==> config.mk <==
export PLATFORM = sky130hd
export DESIGN_NAME = spi_master_param
export DESIGN_NICKNAME = d
export VERILOG_FILES = /design/src/rtl/spi_master_param.sv
export SDC_FILE = /design/constraint.sdc
export NUM_CORES = 1
export LEC_CHECK = 0
export ABC_CLOCK_PERIOD_IN_PS = 2500
export CAP_MARGIN = 15
export CORE_ASPECT_RATIO = 0.5
export CORE_UTILIZATION = 30
export CTS_BUF_LIST = sky130_fd_sc_hd__clkbuf_8
export DETAILED_ROUTE_END_ITERATION = 7
export GPL_TIMING_DRIVEN = 0
export PLACE_DENSITY = 0.57
export SLEW_MARGIN = 20
export SYNTH_ARGS = -nofsm -noshare
export SYNTH_HDL_FRONTEND = slang
export SYNTH_SLANG_ARGS = --single-unit
==> constraint.sdc <==
create_clock -name clk -period 2.5 [get_ports clk]
set_clock_uncertainty 0.15 [all_clocks]
set_input_delay 0.25 -clock clk [delete_from_list [all_inputs] [get_ports clk]]
set_output_delay 0.25 -clock clk [all_outputs]
set_load 0.01 [all_outputs]
==> src/rtl/spi_master_param.sv <==
// spi_master_param: parametrised SPI master, all four modes, MSB/LSB first,
// one-hot-low chip selects. Define SPI_LOOPBACK_EN to add loopback_i.

module spi_master_param #(
    parameter int DATA_W  = 8,
    parameter int NUM_CS  = 4,
    parameter int CLK_DIV = 4,
    parameter int CS_W    = (NUM_CS > 1) ? $clog2(NUM_CS) : 1
) (
    input  logic              clk,
    input  logic              rst,
    input  logic              start_i,
    input  logic [DATA_W-1:0] tx_data_i,
    input  logic [CS_W-1:0]   cs_sel_i,
    input  logic              cpol_i,
    input  logic              cpha_i,
    input  logic              lsb_first_i,
`ifdef SPI_LOOPBACK_EN
    input  logic              loopback_i,
`endif
    input  logic              miso_i,
    output logic              sclk_o,
    output logic              mosi_o,
    output logic [NUM_CS-1:0] cs_n_o,
    output logic              busy_o,
    output logic              done_o,
    output logic [DATA_W-1:0] rx_data_o
);

    localparam int CNT_W  = (CLK_DIV > 1) ? $clog2(CLK_DIV) : 1;
    localparam int EDGE_W = $clog2(2 * DATA_W + 1);
    localparam int BIT_W  = $clog2(DATA_W);
    localparam logic [EDGE_W-1:0] LAST_EDGE = EDGE_W'(2 * DATA_W);
    localparam logic [CNT_W-1:0]  CNT_MAX   = CNT_W'(CLK_DIV - 1);

    typedef enum logic [2:0] {IDLE, SETUP, XFER, HOLD, DONE} state_t;

    state_t              state_q;
    logic [CNT_W-1:0]    cnt_q;
    logic [EDGE_W-1:0]   edge_q;
    logic [DATA_W-1:0]   tx_q;
    logic [DATA_W-1:0]   rx_q;
    logic                cpha_q;
    logic                lsb_q;
    logic                sclk_q;
    logic                mosi_q;
    logic [NUM_CS-1:0]   cs_n_q;
    logic                busy_q;
    logic                done_q;
    logic [DATA_W-1:0]   rx_data_q;

    logic                accept;
    logic                tick;
    logic                lead;
    logic                drive;
    logic                sample;
    logic                drv_bit;
    logic                first_bit;
    logic                rx_bit;
    logic [EDGE_W-1:0]   edge_d;
    logic [NUM_CS-1:0]   cs_n_d;
    logic [DATA_W-1:0]   rx_d;

    // Bit i of a word in shift order (MSB-first or LSB-first).
    function automatic logic pick(input logic [DATA_W-1:0] w,
                                  input logic [BIT_W-1:0]  i,
                                  input logic              lsb);
        logic [BIT_W-1:0] p;
        p = lsb ? i : BIT_W'(DATA_W - 1) - i;
        return w[p];
    endfunction

    // Edge bookkeeping, bit selection, chip-select decode and rx shift.
    always_comb begin
        edge_d    = edge_q + 1'b1;
        tick      = (cnt_q == CNT_MAX);
        accept    = start_i && (state_q == IDLE || state_q == DONE);
        lead      = edge_d[0];
        drive     = cpha_q ? lead : (!lead && edge_d != LAST_EDGE);
        sample    = cpha_q ? !lead : lead;
        drv_bit   = pick(tx_q, BIT_W'(edge_d >> 1), lsb_q);
        first_bit = pick(tx_data_i, '0, lsb_first_i);
`ifdef SPI_LOOPBACK_EN
        rx_bit    = loopback_i ? mosi_q : miso_i;
`else
        rx_bit    = miso_i;
`endif
        rx_d      = lsb_q ? {rx_bit, rx_q[DATA_W-1:1]}
                          : {rx_q[DATA_W-2:0], rx_bit};
        cs_n_d    = '1;
        for (int i = 0; i < NUM_CS; i++) begin
            if (cs_sel_i == CS_W'(i)) cs_n_d[i] = 1'b0;
        end
    end

    // Transfer FSM with registered SPI and handshake outputs.
    always_ff @(posedge clk or posedge rst) begin
        if (rst) begin
            state_q   <= IDLE;
            cnt_q     <= '0;
            edge_q    <= '0;
            tx_q      <= '0;
            rx_q      <= '0;
            cpha_q    <= 1'b0;
            lsb_q     <= 1'b0;
            sclk_q    <= 1'b0;
            mosi_q    <= 1'b0;
            cs_n_q    <= '1;
            busy_q    <= 1'b0;
            done_q    <= 1'b0;
            rx_data_q <= '0;
        end else begin
            done_q <= 1'b0;
            if (accept) begin
                state_q <= SETUP;
                cnt_q   <= '0;
                edge_q  <= '0;
                tx_q    <= tx_data_i;
                rx_q    <= '0;
                cpha_q  <= cpha_i;
                lsb_q   <= lsb_first_i;
                sclk_q  <= cpol_i;
                cs_n_q  <= cs_n_d;
                busy_q  <= 1'b1;
                if (!cpha_i) mosi_q <= first_bit;
            end else begin
                unique case (state_q)
                    IDLE: sclk_q <= cpol_i;
                    SETUP: begin
                        if (tick) begin
                            cnt_q   <= '0;
                            state_q <= XFER;
                        end else begin
                            cnt_q <= cnt_q + 1'b1;
                        end
                    end
                    XFER: begin
                        if (tick) begin
                            cnt_q  <= '0;
                            sclk_q <= ~sclk_q;
                            edge_q <= edge_d;
                            if (drive)  mosi_q <= drv_bit;
                            if (sample) rx_q   <= rx_d;
                            if (edge_d == LAST_EDGE) begin
                                edge_q  <= '0;
                                state_q <= HOLD;
                            end
                        end else begin
                            cnt_q <= cnt_q + 1'b1;
                        end
                    end
                    HOLD: begin
                        if (tick) begin
                            cnt_q     <= '0;
                            state_q   <= DONE;
                            cs_n_q    <= '1;
                            busy_q    <= 1'b0;
                            done_q    <= 1'b1;
                            rx_data_q <= rx_q;
                        end else begin
                            cnt_q <= cnt_q + 1'b1;
                        end
                    end
                    DONE: state_q <= IDLE;
                    default: state_q <= IDLE;
                endcase
            end
        end
    end

    assign sclk_o    = sclk_q;
    assign mosi_o    = mosi_q;
    assign cs_n_o    = cs_n_q;
    assign busy_o    = busy_q;
    assign done_o    = done_q;
    assign rx_data_o = rx_data_q;

endmodule

==> results_dict.tcl, run 1 <==
set metrics [dict create \
    globalRouteMet2Util_pct 22.2 \
    area_delta_synth_final_pct 27.6 \
    power_density_nw_per_um2 1030 \
    hpwl_um 3230 \
    drt-wirelength-per-cell_um 12.6 \
    via_per_inst 4.60 \
    totalWireLength_um 4410 \
    rows 21 \
    post-place-ws_ns 0.0943 \
    ys_seq_area_share_pct 52.2 \
    use_met1_pct 17.3 \
    io_pins 33 \
    peakVddDrop_v 0.000325 \
    report.final.slew_viol_count 0 \
    grt_pass1_wl_um 7480 \
    worstHoldPathType "primary input to asynchronous set/reset pin" \
    die_x_um 121 \
    hold_violations 0 \
    period_share_pct 92.2 \
    cp_num_buf_inv 0 \
    port_buffers 32 \
    floorplan.initialDensity_pct 31.4 \
    die_area_um2 7430 \
    outcome "complete, no violations" \
    grt_use_met3_pct 3.06 \
    fin_area_um2 2710 \
    globalRouteOverflowTotal 0 \
    grt_util_all_layers_pct 13.2 \
    layout_setup_ws_ns 0.195 \
    power_uw 2790 \
    cp-end-kind "flip-flop" \
    critPathMaxStageDelay_ns 0.48 \
    crit_path_start_kind "flip-flop" \
    synth_edf_count 0 \
    numClockSinks 44 \
    final_cells 351 \
    clk_pin_slew_ns 0.08 \
    worstPathMaxFanout 9 \
    place_congestion 0.761 \
    top_usage_layer "met2" \
    synth_top_area_share_pct 47.2 \
    design.core.area_um2 6750 \
    grt_pass1_vias 1552 \
    dieHeight_um 61.5 \
    dp_cells 343 \
    setup-tns-final_ns 0 \
    p_leak_uw 0.00122 \
    cts_tree "done" \
    regArea_um2 1110 \
    cts-root-buf "clkbuf_8" \
    clock_path_buffers 2 \
    syn_area_per_cell_um2 9.73 \
    initialDrtViolationCount 40 \
    crit_chain "ha_1, xor2_2, mux2i_1, mux2i_1, a311o_1, mux2_4" \
    cts_made_buffers 5 \
    drive_gt1_share_pct 10.4 \
    synth_area_leaders "dfrtp_1 (47%), nand2_1 (12%), mux2i_1 (5.7%)" \
    syn-num-nets 237 \
    setup_viol 0 \
    grt_start_max_net_pins 25 \
    synth_top_cell_by_area "dfrtp_1" \
    first_pass_iters 4 \
    fill_cells 668 \
    syn_area_um2 2120 \
    synth_cells 218 \
    cts_max_level 2 \
    arrival_ns 2.34 \
    finalCriticalPeriod_ns 2.30 \
    crit_slowest_cell "dfrtp_1" \
    yosys-top-cells-count "nand2_1 (70), dfrtp_1 (40), mux2i_1 (12), o21ai_0 (12), nor2_1 (11)" \
    synthArstFlopShare_pct 100 \
    cpMostUsedCell "mux2i_1" \
    worstSkewPairLatency_ns 0.30 \
    ys_seq_elements 44 \
    yosysMostFrequentCell "nand2_1" \
    synth-main-ff-cell "dfrtp_1" \
    diodes 0 \
    worstSetupPathType "flip-flop to flip-flop" \
    slew_headroom_pct 68.0 \
    drv_cap 0 \
    drc_errors 0 \
    ant_nets 0 \
    cp_top_family "multiplexers" \
    via_count 1616 \
    synth_cell_types 45 \
    synth_warnings 0 \
    fmax_mhz 434 \
    tightest_slew_ns 0.479 \
    placed_cell_area_um2 2580 \
    num-nets-final 277 \
    multiInputGateArea_um2 941 \
    antenna_found_initial 0 \
    grt_setup_unrepaired "false" \
    worst_ep_required_time_ns 2.54 \
]
per-stage QoR:
stage,util [%],hold slack (ns)
2_1_floorplan,-,0.162
3_3_place_gp,37.9,0.313
3_5_place_dp,38.2,0.311
4_1_cts,39.9,0.147
5_1_grt,40.1,0.172
6_report,40.1,0.132
sequential cells by signal, indices dropped and copies added, names as in the netlist, 2 cells and up:
register   flops
state_q        3
edge_q         5
rx_data_o      8
cnt_q          2
cs_n_o         4
rx_q           8
tx_q           8
placed cells by master (no fill, tap or decap), types with 3 or more instances in the layout:
cell type        instances
nand2_1                 70
dfrtp_1                 40
clkdlybuf4s50_1         32
mux2i_1                 12
o21ai_0                 12
nor2_1                  11
inv_1                    6
o21ai_1                  6
clkbuf_8                 6
a21oi_1                  5
clkbuf_1                 4
dfstp_2                  4
a31oi_1                  3
nor2b_1                  3
cell type report:
class,count,area share [%]
buffer,8,1.90
clock buffer,6,3.05
clock inverter,2,1.43
inverter,8,1.11
multi-input combinational,158,34.8
sequential,44,40.9
tap,92,4.26
timing repair buffer,33,12.6
timing repair:
| action | CTS | global route |
|---|---|---|
| endpoints found under the setup margin | 0 | 1 |
| hold buffers | 0 | 0 |
| gates resized for setup | 0 | 1 |
| setup buffers | 0 | 0 |
final timing paths:
path	start	end	slack (ns)	cells after the start
max	edge_q[0]	mosi_o	0.20	6
min	rst	rx_data_o[1]	0.13	2
max reg2reg	edge_q[0]	mosi_o	0.20	6
min reg2reg	tx_q[3]	tx_q[3]	0.33	2
max in group asynchronous	rst	edge_q[4]	1.58	3
min in group clk	tx_data_i[1]	tx_q[1]	0.33	3
logic make-up after synthesis:
logic type,synth area share (%)
buffers and inverters,3.83
multiplexers,7.43
AND/OR/NAND/NOR,18.8
AO/OA/AOI/OAI,12.9
adder cells (fa/ha/maj),1.18
flip-flops,52.2
XOR/XNOR,3.72
routing by layer:
layer	vias up	share of wire (%)	wire length, um
met3	7	2.1	92
met4	0	1.2	52
met1	782	51	2250
li1	815	-	-
met5	-	0	0
met2	12	46	2020
report_power, final:
part,switching [uW],internal [uW],leakage [uW]
combinational,588,567,0.000592
sequential,130,927,0.000568
clock,253,327,0.0000614
Power figures use the tool's default switching activity.
==> run 2, diff against run 1 <==
--- a/config.mk
+++ b/config.mk
@@ -6,7 +6,7 @@
 export NUM_CORES = 1
 export LEC_CHECK = 0
 export ABC_CLOCK_PERIOD_IN_PS = 2500
-export CAP_MARGIN = 15
+export CAP_MARGIN = 30
 export CORE_ASPECT_RATIO = 0.5
 export CORE_UTILIZATION = 30
 export CTS_BUF_LIST = sky130_fd_sc_hd__clkbuf_8
==> results of run 2 <==
Final layout, timing and power as in run 1 (identical DEF).
==> run 3, diff against run 2 <==
--- a/config.mk
+++ b/config.mk
@@ -7,12 +7,14 @@
 export LEC_CHECK = 0
 export ABC_CLOCK_PERIOD_IN_PS = 2500
 export CAP_MARGIN = 30
+export CELL_PAD_IN_SITES_DETAIL_PLACEMENT = 0
+export CELL_PAD_IN_SITES_GLOBAL_PLACEMENT = 2
 export CORE_ASPECT_RATIO = 0.5
 export CORE_UTILIZATION = 30
 export CTS_BUF_LIST = sky130_fd_sc_hd__clkbuf_8
 export DETAILED_ROUTE_END_ITERATION = 7
 export GPL_TIMING_DRIVEN = 0
-export PLACE_DENSITY = 0.57
+export PLACE_DENSITY = 0.79
 export SLEW_MARGIN = 20
 export SYNTH_ARGS = -nofsm -noshare
 export SYNTH_HDL_FRONTEND = slang
==> run 3 against run 2 <==
Compared with the run above:
- global-route usage increased by 0.66 points
- maximum frequency is 0.26% lower
- sequential share of layout area down 0.19 points
- clock-buffer cell count rose by 1
- utilization up 0.19 points
- clock power rose by 3%
- hold slack gained 0.016 ns
- via count up 3.0%
- critical path depth unchanged
- critical endpoint unchanged
- largest cell class unchanged
- largest power group unchanged
==> results_dict.tcl, run 3 (synthesized netlist as in run 1, its figures left out) <==
set metrics [dict create \
    outcome "complete, no violations" \
    hold_violations 0 \
    cts-root-buf "clkbuf_8" \
    totalWireLength_um 4600 \
    regArea_um2 1110 \
    p_leak_uw 0.00123 \
    diodes 0 \
    floorplan.initialDensity_pct 31.4 \
    power.net_switching_uw 975 \
    drv_cap 0 \
    cpMostUsedCell "mux2i_1" \
    port_buffers 32 \
    swShare_pct 34.5 \
    via_count 1664 \
    cp_num_buf_inv 0 \
    power_uw 2820 \
    post-place-ws_ns 0.106 \
    crit_slowest_cell "dfrtp_1" \
    cts_tree "done" \
    post_cts_hold_buffer_count 0 \
    arrival_ns 2.34 \
    power_frac_comb_pct 41.2 \
    num-nets-final 277 \
    critPathMaxStageDelay_ns 0.48 \
    hold-worst-slack_ns 0.148 \
    setup_viol 0 \
    peakVddDrop_v 0.000287 \
    grt_pass1_wl_um 7860 \
    die_x_um 121 \
    ant_nets 0 \
    setup-tns-final_ns 0 \
    final_cells 351 \
    post_cts_buffers 0 \
    worstSkewPairLatency_ns 0.29 \
    tightest_slew_ns 0.508 \
    grt_util_all_layers_pct 13.9 \
    crit_path_start_kind "flip-flop" \
    mostFrequentLayoutCell "nand2_1" \
    antenna_found_initial 0 \
    hpwl_um 3350 \
    globalRouteOverflowTotal 0 \
    first_pass_iters 4 \
    worstSetupPathType "flip-flop to flip-flop" \
    worst_ep_required_time_ns 2.53 \
    dieHeight_um 61.5 \
    cp_top_family "multiplexers" \
    grt_setup_unrepaired "false" \
    design.core.area_um2 6750 \
    fill_cells 670 \
    drc_errors 0 \
    via_per_inst 4.74 \
    period_share_pct 92.4 \
    power_frac_seq_pct 37.7 \
    clk_pin_slew_ns 0.08 \
    finalCriticalPeriod_ns 2.31 \
    multiInputGateArea_um2 941 \
    worstPathMaxFanout 9 \
    dp_cells 343 \
    power_density_nw_per_um2 1040 \
    area_delta_synth_final_pct 28.1 \
    layout_setup_ws_ns 0.189 \
    numClockSinks 44 \
    power.internal_uw 1850 \
    worstHoldPathType "primary input to asynchronous set/reset pin" \
    layout_common_cells "nand2_1 (70), dfrtp_1 (40), clkdlybuf4s50_1 (32), mux2i_1 (12), o21ai_0 (12)" \
    grt_start_max_net_pins 25 \
    cts_max_level 2 \
    grt_pass1_vias 1628 \
    io_pins 33 \
    die_area_um2 7430 \
    clock_path_buffers 2 \
    crit_chain "ha_1, xor2_2, mux2i_1, mux2i_1, a311o_1, mux2_4" \
    rows 21 \
    initialDrtViolationCount 68 \
    place_congestion 0.765 \
    drive_gt1_share_pct 10.4 \
    pwr-share-clk_pct 21.1 \
    report.final.slew_viol_count 0 \
    cts_made_buffers 5 \
    slew_headroom_pct 66.1 \
    drt-wirelength-per-cell_um 13.1 \
    fmax_mhz 433 \
    cp-end-kind "flip-flop" \
]
run 3: cell types whose count changed in the layout (fill, tap and decap cells not counted):
cell and delta:
buf_12 -1, buf_16 +1, clkinv_4 -1, clkbuf_8 +1
run 3: worst reg2reg max path: cells and delay by family (launching register included):
kind / cells / cell delay (ns)
multiplexers: 3 / 0.57
flip-flops: 1 / 0.48
XOR/XNOR: 1 / 0.27
adder cells (fa/ha/maj): 1 / 0.39
AO/OA/AOI/OAI: 1 / 0.35
run 3: worst paths after layout:
kind,from,to,slack [ns],cells past startpoint
setup / recovery,edge_q[0],mosi_o,0.19,6
setup reg to reg,edge_q[0],mosi_o,0.19,6
max in group asynchronous,rst,cs_n_o[2],1.48,3
hold / removal,rst,done_o,0.15,2
min in group clk,rx_data_o[2],rx_data_o[2],0.33,2
hold reg to reg,rx_data_o[2],rx_data_o[2],0.33,2
run 3: stage by stage:
| step | utilization [%] | instance area (um2) |
|---|---|---|
| floorplan | - | 2120 |
| global placement | 37.9 | 2560 |
| detailed placement | 38.3 | 2580 |
| CTS | 40.1 | 2710 |
| global route | 40.2 | 2720 |
| finish | 40.2 | 2720 |
run 3: power groups by stage:
stage	clock [uW]	combinational [uW]	sequential, uW
2_1_floorplan	0	799	1070
3_3_place_gp	0	1140	1070
3_5_place_dp	0	1160	1080
4_1_cts	613	1170	1060
5_1_grt	640	1300	1090
6_report	596	1160	1070
run 3: cell type report:
class,instances,area share (%)
well taps,92,4.24
plain buffers,8,1.89
multi-input cells,158,34.6
clock buffers,7,3.55
flip-flops and latches,44,40.7
repair buffers,33,12.8
clock inverters,1,1.10
inverters,8,1.10
run 3: metal layers:
layer	track usage [%]	vias up	share of wire [%]
met5	0	-	0
met4	3.70	0	0.22
met3	3.43	3	2.6
met2	22.4	19	45
met1	19.0	822	53
li1	-	820	-
run 3: timing repair:
action	CTS	global route
endpoints found under the setup margin	0	1
endpoints found under the hold margin	0	0
gates resized for setup	0	1
